===== config.mk =====
export PLATFORM = sky130hd
export DESIGN_NAME = ps2_kbd_rx
export DESIGN_NICKNAME = d
export VERILOG_FILES = /design/src/rtl/ps2_kbd_rx.sv
export SDC_FILE = /design/constraint.sdc
export NUM_CORES = 1
export LEC_CHECK = 0
export ABC_AREA = 1
export CORE_MARGIN = 2
export CORE_UTILIZATION = 42
export CTS_CLUSTER_DIAMETER = 200
export DETAILED_ROUTE_END_ITERATION = 10
export GPL_ROUTABILITY_DRIVEN = 0
export GPL_TIMING_DRIVEN = 0
export MAX_ROUTING_LAYER = met4
export PLACE_DENSITY_LB_ADDON = 0.25
export SETUP_SLACK_MARGIN = 0.15
export SLEW_MARGIN = 20
export SYNTH_ARGS = -nofsm -noshare
export SYNTH_HDL_FRONTEND = slang
export SYNTH_SLANG_ARGS = --single-unit
export TNS_END_PERCENT = 30

===== constraint.sdc =====
create_clock -name iCLK_50 -period 2.11 [get_ports iCLK_50]
set_input_delay 0.633 -clock iCLK_50 [delete_from_list [all_inputs] [get_ports iCLK_50]]
set_output_delay 0.633 -clock iCLK_50 [all_outputs]
set_load 0.02 [all_outputs]

===== src/rtl/ps2_kbd_rx.sv =====
// PS/2 keyboard receiver: synchronise and deglitch the lines, frame and check
// each byte, fold E0/F0 prefixes, and queue key events in a show-ahead FIFO.
module ps2_kbd_rx #(
    parameter int FILT_LEN    = 8,
    parameter int TIMEOUT_CYC = 100000,
    parameter int FIFO_AW     = 3,
    parameter int DECODE_EN   = 1
) (
    input  logic               iCLK_50,
    input  logic               iRST_n,
    inout  wire                PS2_CLK,
    inout  wire                PS2_DAT,
    output logic [7:0]         oCODE,
    output logic               oEXT,
    output logic               oBREAK,
    output logic               oVALID,
    input  logic               iREADY,
    output logic [FIFO_AW:0]   oFIFO_CNT,
    output logic               oPAR_ERR,
    output logic               oFRM_ERR,
    output logic               oOVF,
    output logic               oRX_BUSY
);

    localparam int TW    = $clog2(TIMEOUT_CYC + 1);
    localparam int DEPTH = 1 << FIFO_AW;
    localparam int CW    = FIFO_AW + 1;
    localparam logic [7:0]    FL = 8'(FILT_LEN - 1);
    localparam logic [TW-1:0] TO = TW'(TIMEOUT_CYC - 1);

    typedef enum logic [1:0] {IDLE, DATA, PARITY, STOP} state_t;

    // The receiver only listens; the keyboard owns both lines.
    assign PS2_CLK = 1'bz;
    assign PS2_DAT = 1'bz;

    logic [1:0]      pad;
    logic [1:0]      s1;
    logic [1:0]      s2;
    logic [1:0]      filt;
    logic [1:0][7:0] fcnt;
    logic            fall;
    logic            din;

    assign pad = {PS2_DAT, PS2_CLK};
    assign din = filt[1];

    // Bit 0 is the clock line, bit 1 the data line.
    always_ff @(posedge iCLK_50 or negedge iRST_n) begin
        if (!iRST_n) begin
            s1   <= 2'b11;
            s2   <= 2'b11;
            filt <= 2'b11;
            fcnt <= '0;
            fall <= 1'b0;
        end else begin
            s1   <= pad;
            s2   <= s1;
            fall <= 1'b0;
            for (int i = 0; i < 2; i++) begin
                if (s2[i] == filt[i]) begin
                    fcnt[i] <= '0;
                end else if (fcnt[i] == FL) begin
                    filt[i] <= s2[i];
                    fcnt[i] <= '0;
                    if (i == 0) fall <= ~s2[i];
                end else begin
                    fcnt[i] <= fcnt[i] + 8'd1;
                end
            end
        end
    end

    state_t        state_q, state_d;
    logic [7:0]    shreg_q, shreg_d;
    logic [2:0]    bcnt_q, bcnt_d;
    logic          par_q, par_d;
    logic [TW-1:0] tocnt_q, tocnt_d;
    logic          perr_d, ferr_d, acc_d;

    always_comb begin
        state_d = state_q;
        shreg_d = shreg_q;
        bcnt_d  = bcnt_q;
        par_d   = par_q;
        tocnt_d = tocnt_q;
        perr_d  = 1'b0;
        ferr_d  = 1'b0;
        acc_d   = 1'b0;
        if (fall) begin
            tocnt_d = '0;
        end else if (state_q != IDLE) begin
            tocnt_d = tocnt_q + TW'(1);
        end
        if (fall) begin
            unique case (state_q)
                IDLE: begin
                    if (!din) begin
                        shreg_d = '0;
                        bcnt_d  = '0;
                        state_d = DATA;
                    end else begin
                        ferr_d = 1'b1;
                    end
                end
                DATA: begin
                    shreg_d = {din, shreg_q[7:1]};
                    bcnt_d  = bcnt_q + 3'd1;
                    if (bcnt_q == 3'd7) state_d = PARITY;
                end
                PARITY: begin
                    par_d   = din;
                    state_d = STOP;
                end
                STOP: begin
                    state_d = IDLE;
                    if (!din) ferr_d = 1'b1;
                    else if (!(^{shreg_q, par_q})) perr_d = 1'b1;
                    else acc_d = 1'b1;
                end
            endcase
        end else if (state_q != IDLE && tocnt_q == TO) begin
            state_d = IDLE;
            tocnt_d = '0;
            shreg_d = '0;
            bcnt_d  = '0;
            ferr_d  = 1'b1;
        end
    end

    logic       acc_q;
    logic [7:0] byte_q;

    always_ff @(posedge iCLK_50 or negedge iRST_n) begin
        if (!iRST_n) begin
            state_q  <= IDLE;
            shreg_q  <= '0;
            bcnt_q   <= '0;
            par_q    <= 1'b0;
            tocnt_q  <= '0;
            oPAR_ERR <= 1'b0;
            oFRM_ERR <= 1'b0;
            acc_q    <= 1'b0;
            byte_q   <= '0;
        end else begin
            state_q  <= state_d;
            shreg_q  <= shreg_d;
            bcnt_q   <= bcnt_d;
            par_q    <= par_d;
            tocnt_q  <= tocnt_d;
            oPAR_ERR <= perr_d;
            oFRM_ERR <= ferr_d;
            acc_q    <= acc_d;
            if (acc_d) byte_q <= shreg_q;
        end
    end

    assign oRX_BUSY = (state_q != IDLE);

    logic       ext_pend, brk_pend;
    logic       is_pfx;
    logic       push;
    logic [9:0] push_data;

    assign is_pfx = (byte_q == 8'hE0) || (byte_q == 8'hF0);

    always_comb begin
        push      = 1'b0;
        push_data = {2'b00, byte_q};
        if (DECODE_EN != 0) begin
            push      = acc_q && !is_pfx;
            push_data = {ext_pend, brk_pend, byte_q};
        end else begin
            push = acc_q;
        end
    end

    // Any line error breaks a prefix sequence, so pending flags are dropped.
    always_ff @(posedge iCLK_50 or negedge iRST_n) begin
        if (!iRST_n) begin
            ext_pend <= 1'b0;
            brk_pend <= 1'b0;
        end else if (oPAR_ERR || oFRM_ERR) begin
            ext_pend <= 1'b0;
            brk_pend <= 1'b0;
        end else if (acc_q && DECODE_EN != 0) begin
            if (byte_q == 8'hE0) begin
                ext_pend <= 1'b1;
            end else if (byte_q == 8'hF0) begin
                brk_pend <= 1'b1;
            end else begin
                ext_pend <= 1'b0;
                brk_pend <= 1'b0;
            end
        end
    end

    logic [9:0]         mem [DEPTH];
    logic [FIFO_AW-1:0] wptr, rptr;
    logic [CW-1:0]      cnt_q;
    logic               pop, full, wr;

    assign oVALID    = (cnt_q != '0);
    assign oFIFO_CNT = cnt_q;
    assign pop       = oVALID && iREADY;
    assign full      = (cnt_q == CW'(DEPTH));
    assign wr        = push && (!full || pop);
    assign {oEXT, oBREAK, oCODE} = oVALID ? mem[rptr] : 10'd0;

    always_ff @(posedge iCLK_50 or negedge iRST_n) begin
        if (!iRST_n) begin
            for (int i = 0; i < DEPTH; i++) mem[i] <= '0;
            wptr  <= '0;
            rptr  <= '0;
            cnt_q <= '0;
            oOVF  <= 1'b0;
        end else begin
            if (wr) begin
                mem[wptr] <= push_data;
                wptr      <= wptr + 1'b1;
            end
            if (pop) rptr <= rptr + 1'b1;
            cnt_q <= cnt_q + CW'(wr) - CW'(pop);
            oOVF  <= push && full && !pop;
        end
    end

endmodule

==> flow_summary.json <==
{
  "outcome": "complete, but fails checks",
  "violations": "setup timing",
  "fin_area_sq_um": 9060,
  "r2r_slack_ps": -150,
  "dp.cells": 1151,
  "worstSetupPathType": "flip-flop to primary output",
  "final_antenna_net_count": 0,
  "routedWlPerCell_microns": 14.7,
  "post-route-min-period_ps": 2530,
  "yosysWarnings": 0,
  "r2r_start": "byte_q[2]",
  "clk_pin_slew_worst_paths_ps": 60,
  "finalNetCount": 973,
  "rsz0062_at_grt": "yes",
  "cts_tree": "yes",
  "final_layout_size_suffix_gt1_share_pct": 18.4,
  "drt_wl_total_microns": 17400,
  "grt_usage_pct": 20.5,
  "layout_common_cells": "nand2_1 (210), dfrtp_1 (147), nor2_1 (114)",
  "fin_ws_ps": -416,
  "rr_endpoint": "oFIFO_CNT[1]",
  "die_x_microns": 137,
  "setup_viol": 13,
  "start_util_pct": 43.1,
  "core_area_sq_um": 17400,
  "rows": 48,
  "fmax_ghz": 0.396,
  "maxCapViolations": 0,
  "placed_area_sq_um": 8130,
  "dieArea_sq_um": 18900,
  "hold_violations": 0,
  "grt_start_max_net_pins": 82,
  "grt_first_pass_wirelength_microns": 28900,
  "crit_fanout": 7,
  "hpwl_microns": 11800,
  "portBuffers": 21,
  "drt-initial-drc-count": 440,
  "antenna_found_initial": 0,
  "setup_tns_ps": -4210,
  "synth_area_per_cell_sq_um": 8.29,
  "io_pins": 24,
  "clockBufferDepth": 2,
  "maxSlewHeadroom_pct": 56.5,
  "synth_seq_cells": 156,
  "cp_data_arrival_time_ps": 1890,
  "p_per_area_nw_per_um2": 1070,
  "drtPass1Iterations": 6,
  "vias": 6014,
  "diodes": 0,
  "synth_cells": 902,
  "whs_ps": 198,
  "skew_ps": 9.57,
  "worstRegToRegCells": 13,
  "ys_seq_area_share_pct": 52.3,
  "finalNonFillerCells": 1188,
  "viasPerCell": 5.06,
  "critPathRequiredTime_ps": 1480,
  "grt_pass1_vias": 5767,
  "period_share_pct": 120,
  "htreeDepth": 4,
  "synth.distinct_cells": 38,
  "peakVddDrop_mv": 0.622,
  "worstMarginPinSlew_ps": 653,
  "cts_made_buffers": 17,
  "layout_commonest_cell": "nand2_1",
  "grt_overflow_total": 0,
  "end_kind": "primary output",
  "syn-cell-area_sq_um": 7480,
  "die_h_microns": 137,
  "start_kind": "flip-flop",
  "p_leak_nw": 4.08,
  "cts.sinks": 156,
  "clock_latency_ps": 420,
  "holdBufCountCts": 0,
  "finalMaxSlewViolations": 0,
  "cts_root_buf": "clkbuf_16",
  "pre_cts_slack_ps": -792,
  "hp-class": "input pin to asynchronous set/reset pin",
  "drc_errors": 0,
  "area_delta_synth_final_pct": 21.1
}
[through the flow]
stage                     power (mW)  utilization, %
after floorplan                 5.11               -
after global routing            10.2            52.2
after global placement          6.09            46.7
final                           9.68            52.2
after CTS                       9.47            51.4
after detailed placement        6.12            46.9
[routing by layer]
| layer | global-route usage [%] | vias up | share of wire [%] |
|---|---|---|---|
| li1 | - | 3034 | - |
| met1 | 27.2 | 2854 | 47 |
| met2 | 31.3 | 107 | 48 |
| met3 | 4.64 | 19 | 3.7 |
| met4 | 6.30 | 0 | 1.4 |
| met5 | - | - | 0 |
[synthesized netlist by cell type]
master,n,area share (%)
buf_6,1,0.15
clkbuf_1,15,0.75
nand2_4,1,0.15
buf_2,10,0.67
xor2_1,13,1.5
nor3_4,1,0.22
nor3_1,14,0.94
a31oi_1,10,0.84
conb_1,1,0.050
nor2_2,4,0.33
mux2i_1,1,0.13
ha_1,17,2.8
nor3_2,2,0.27
nor2_4,1,0.15
o22ai_1,10,0.84
buf_1,1,0.050
nor4_1,1,0.084
nand2_1,214,11
o21a_1,1,0.10
dfrtp_1,152,51
inv_2,2,0.10
dfstp_2,4,1.4
inv_1,74,3.7
a21oi_1,11,0.74
o21ai_1,5,0.33
or2_2,2,0.17
buf_4,10,1.0
o21ai_0,141,9.4
xnor2_1,8,0.94
nand3_1,32,2.1
nand3b_1,1,0.10
nand4_1,13,1.1
o21ai_2,1,0.12
nand3_2,3,0.40
nand2_2,1,0.084
nor2_1,121,6.1
fa_1,1,0.27
nor3b_1,2,0.20
[worst max-delay path by stage]
stage,startpoint,end,slack [ps],cells past startpoint
4_1_cts,rptr[0],oCODE[2],-420,7
5_1_grt,rptr[0],oCODE[4],-490,6
2_1_floorplan,byte_q[3],oFIFO_CNT[1],-90,13
3_3_place_gp,iRST_n,oFIFO_CNT[3],-6620,1
6_report,rptr[0],oCODE[0],-420,7
3_5_place_dp,rptr[0],oCODE[0],-790,7
[registers in the layout, indices dropped and copies added (netlist names), 2 cells and up]
register   flops
filt           2
wptr           3
bcnt_q         3
oFIFO_CNT      4
tocnt_q       17
byte_q         8
shreg_q        8
rptr           3
fcnt          16
state_q        2
mem           80
[area by class of cell]
type                            count  area (sq um)
Fill cell                        1625          8300
Sequential cell                   156          3920
Multi-Input combinational cell    635          3430
Clock buffer                       22           464
Inverter                           76           303
Buffer                             37           289
Tap cell                          225           282
Timing Repair Buffer               29           277
Clock inverter                      8          93.8
[cell families after synthesis]
logic type               share of synthesized area (%)
AND/OR/NAND/NOR                                   23.1
AO/OA/AOI/OAI                                     12.4
flip-flops                                        52.3
buffers and inverters                             6.44
XOR/XNOR                                          2.46
adder cells (fa/ha/maj)                           3.11
other                                           0.0501
multiplexers                                     0.134
[worst max-delay path, stage by stage, from the launching register on]
cell,delay (ps)
dfrtp_2,470
clkinv_4,140
buf_8,160
o21ai_2,150
o22ai_2,120
o21ai_2,170
a31oi_2,50
buf_4,200
[power by group]
part / leakage (nW) / internal [mW] / switching [mW]
sequential: 2.14 / 3.15 / 0.158
clock: 0.279 / 1.78 / 1.16
combinational: 1.66 / 1.45 / 1.98
[repair_timing]
action / in CTS / in global routing
endpoints found under the setup margin: 25 / 17
pin swaps: 22 / 17
gates cloned: 3 / 0
hold endpoints to repair: 0 / 0
resized for setup: 153 / 58
buffers inserted: 4 / 0
(Power assumes the default switching activity.)
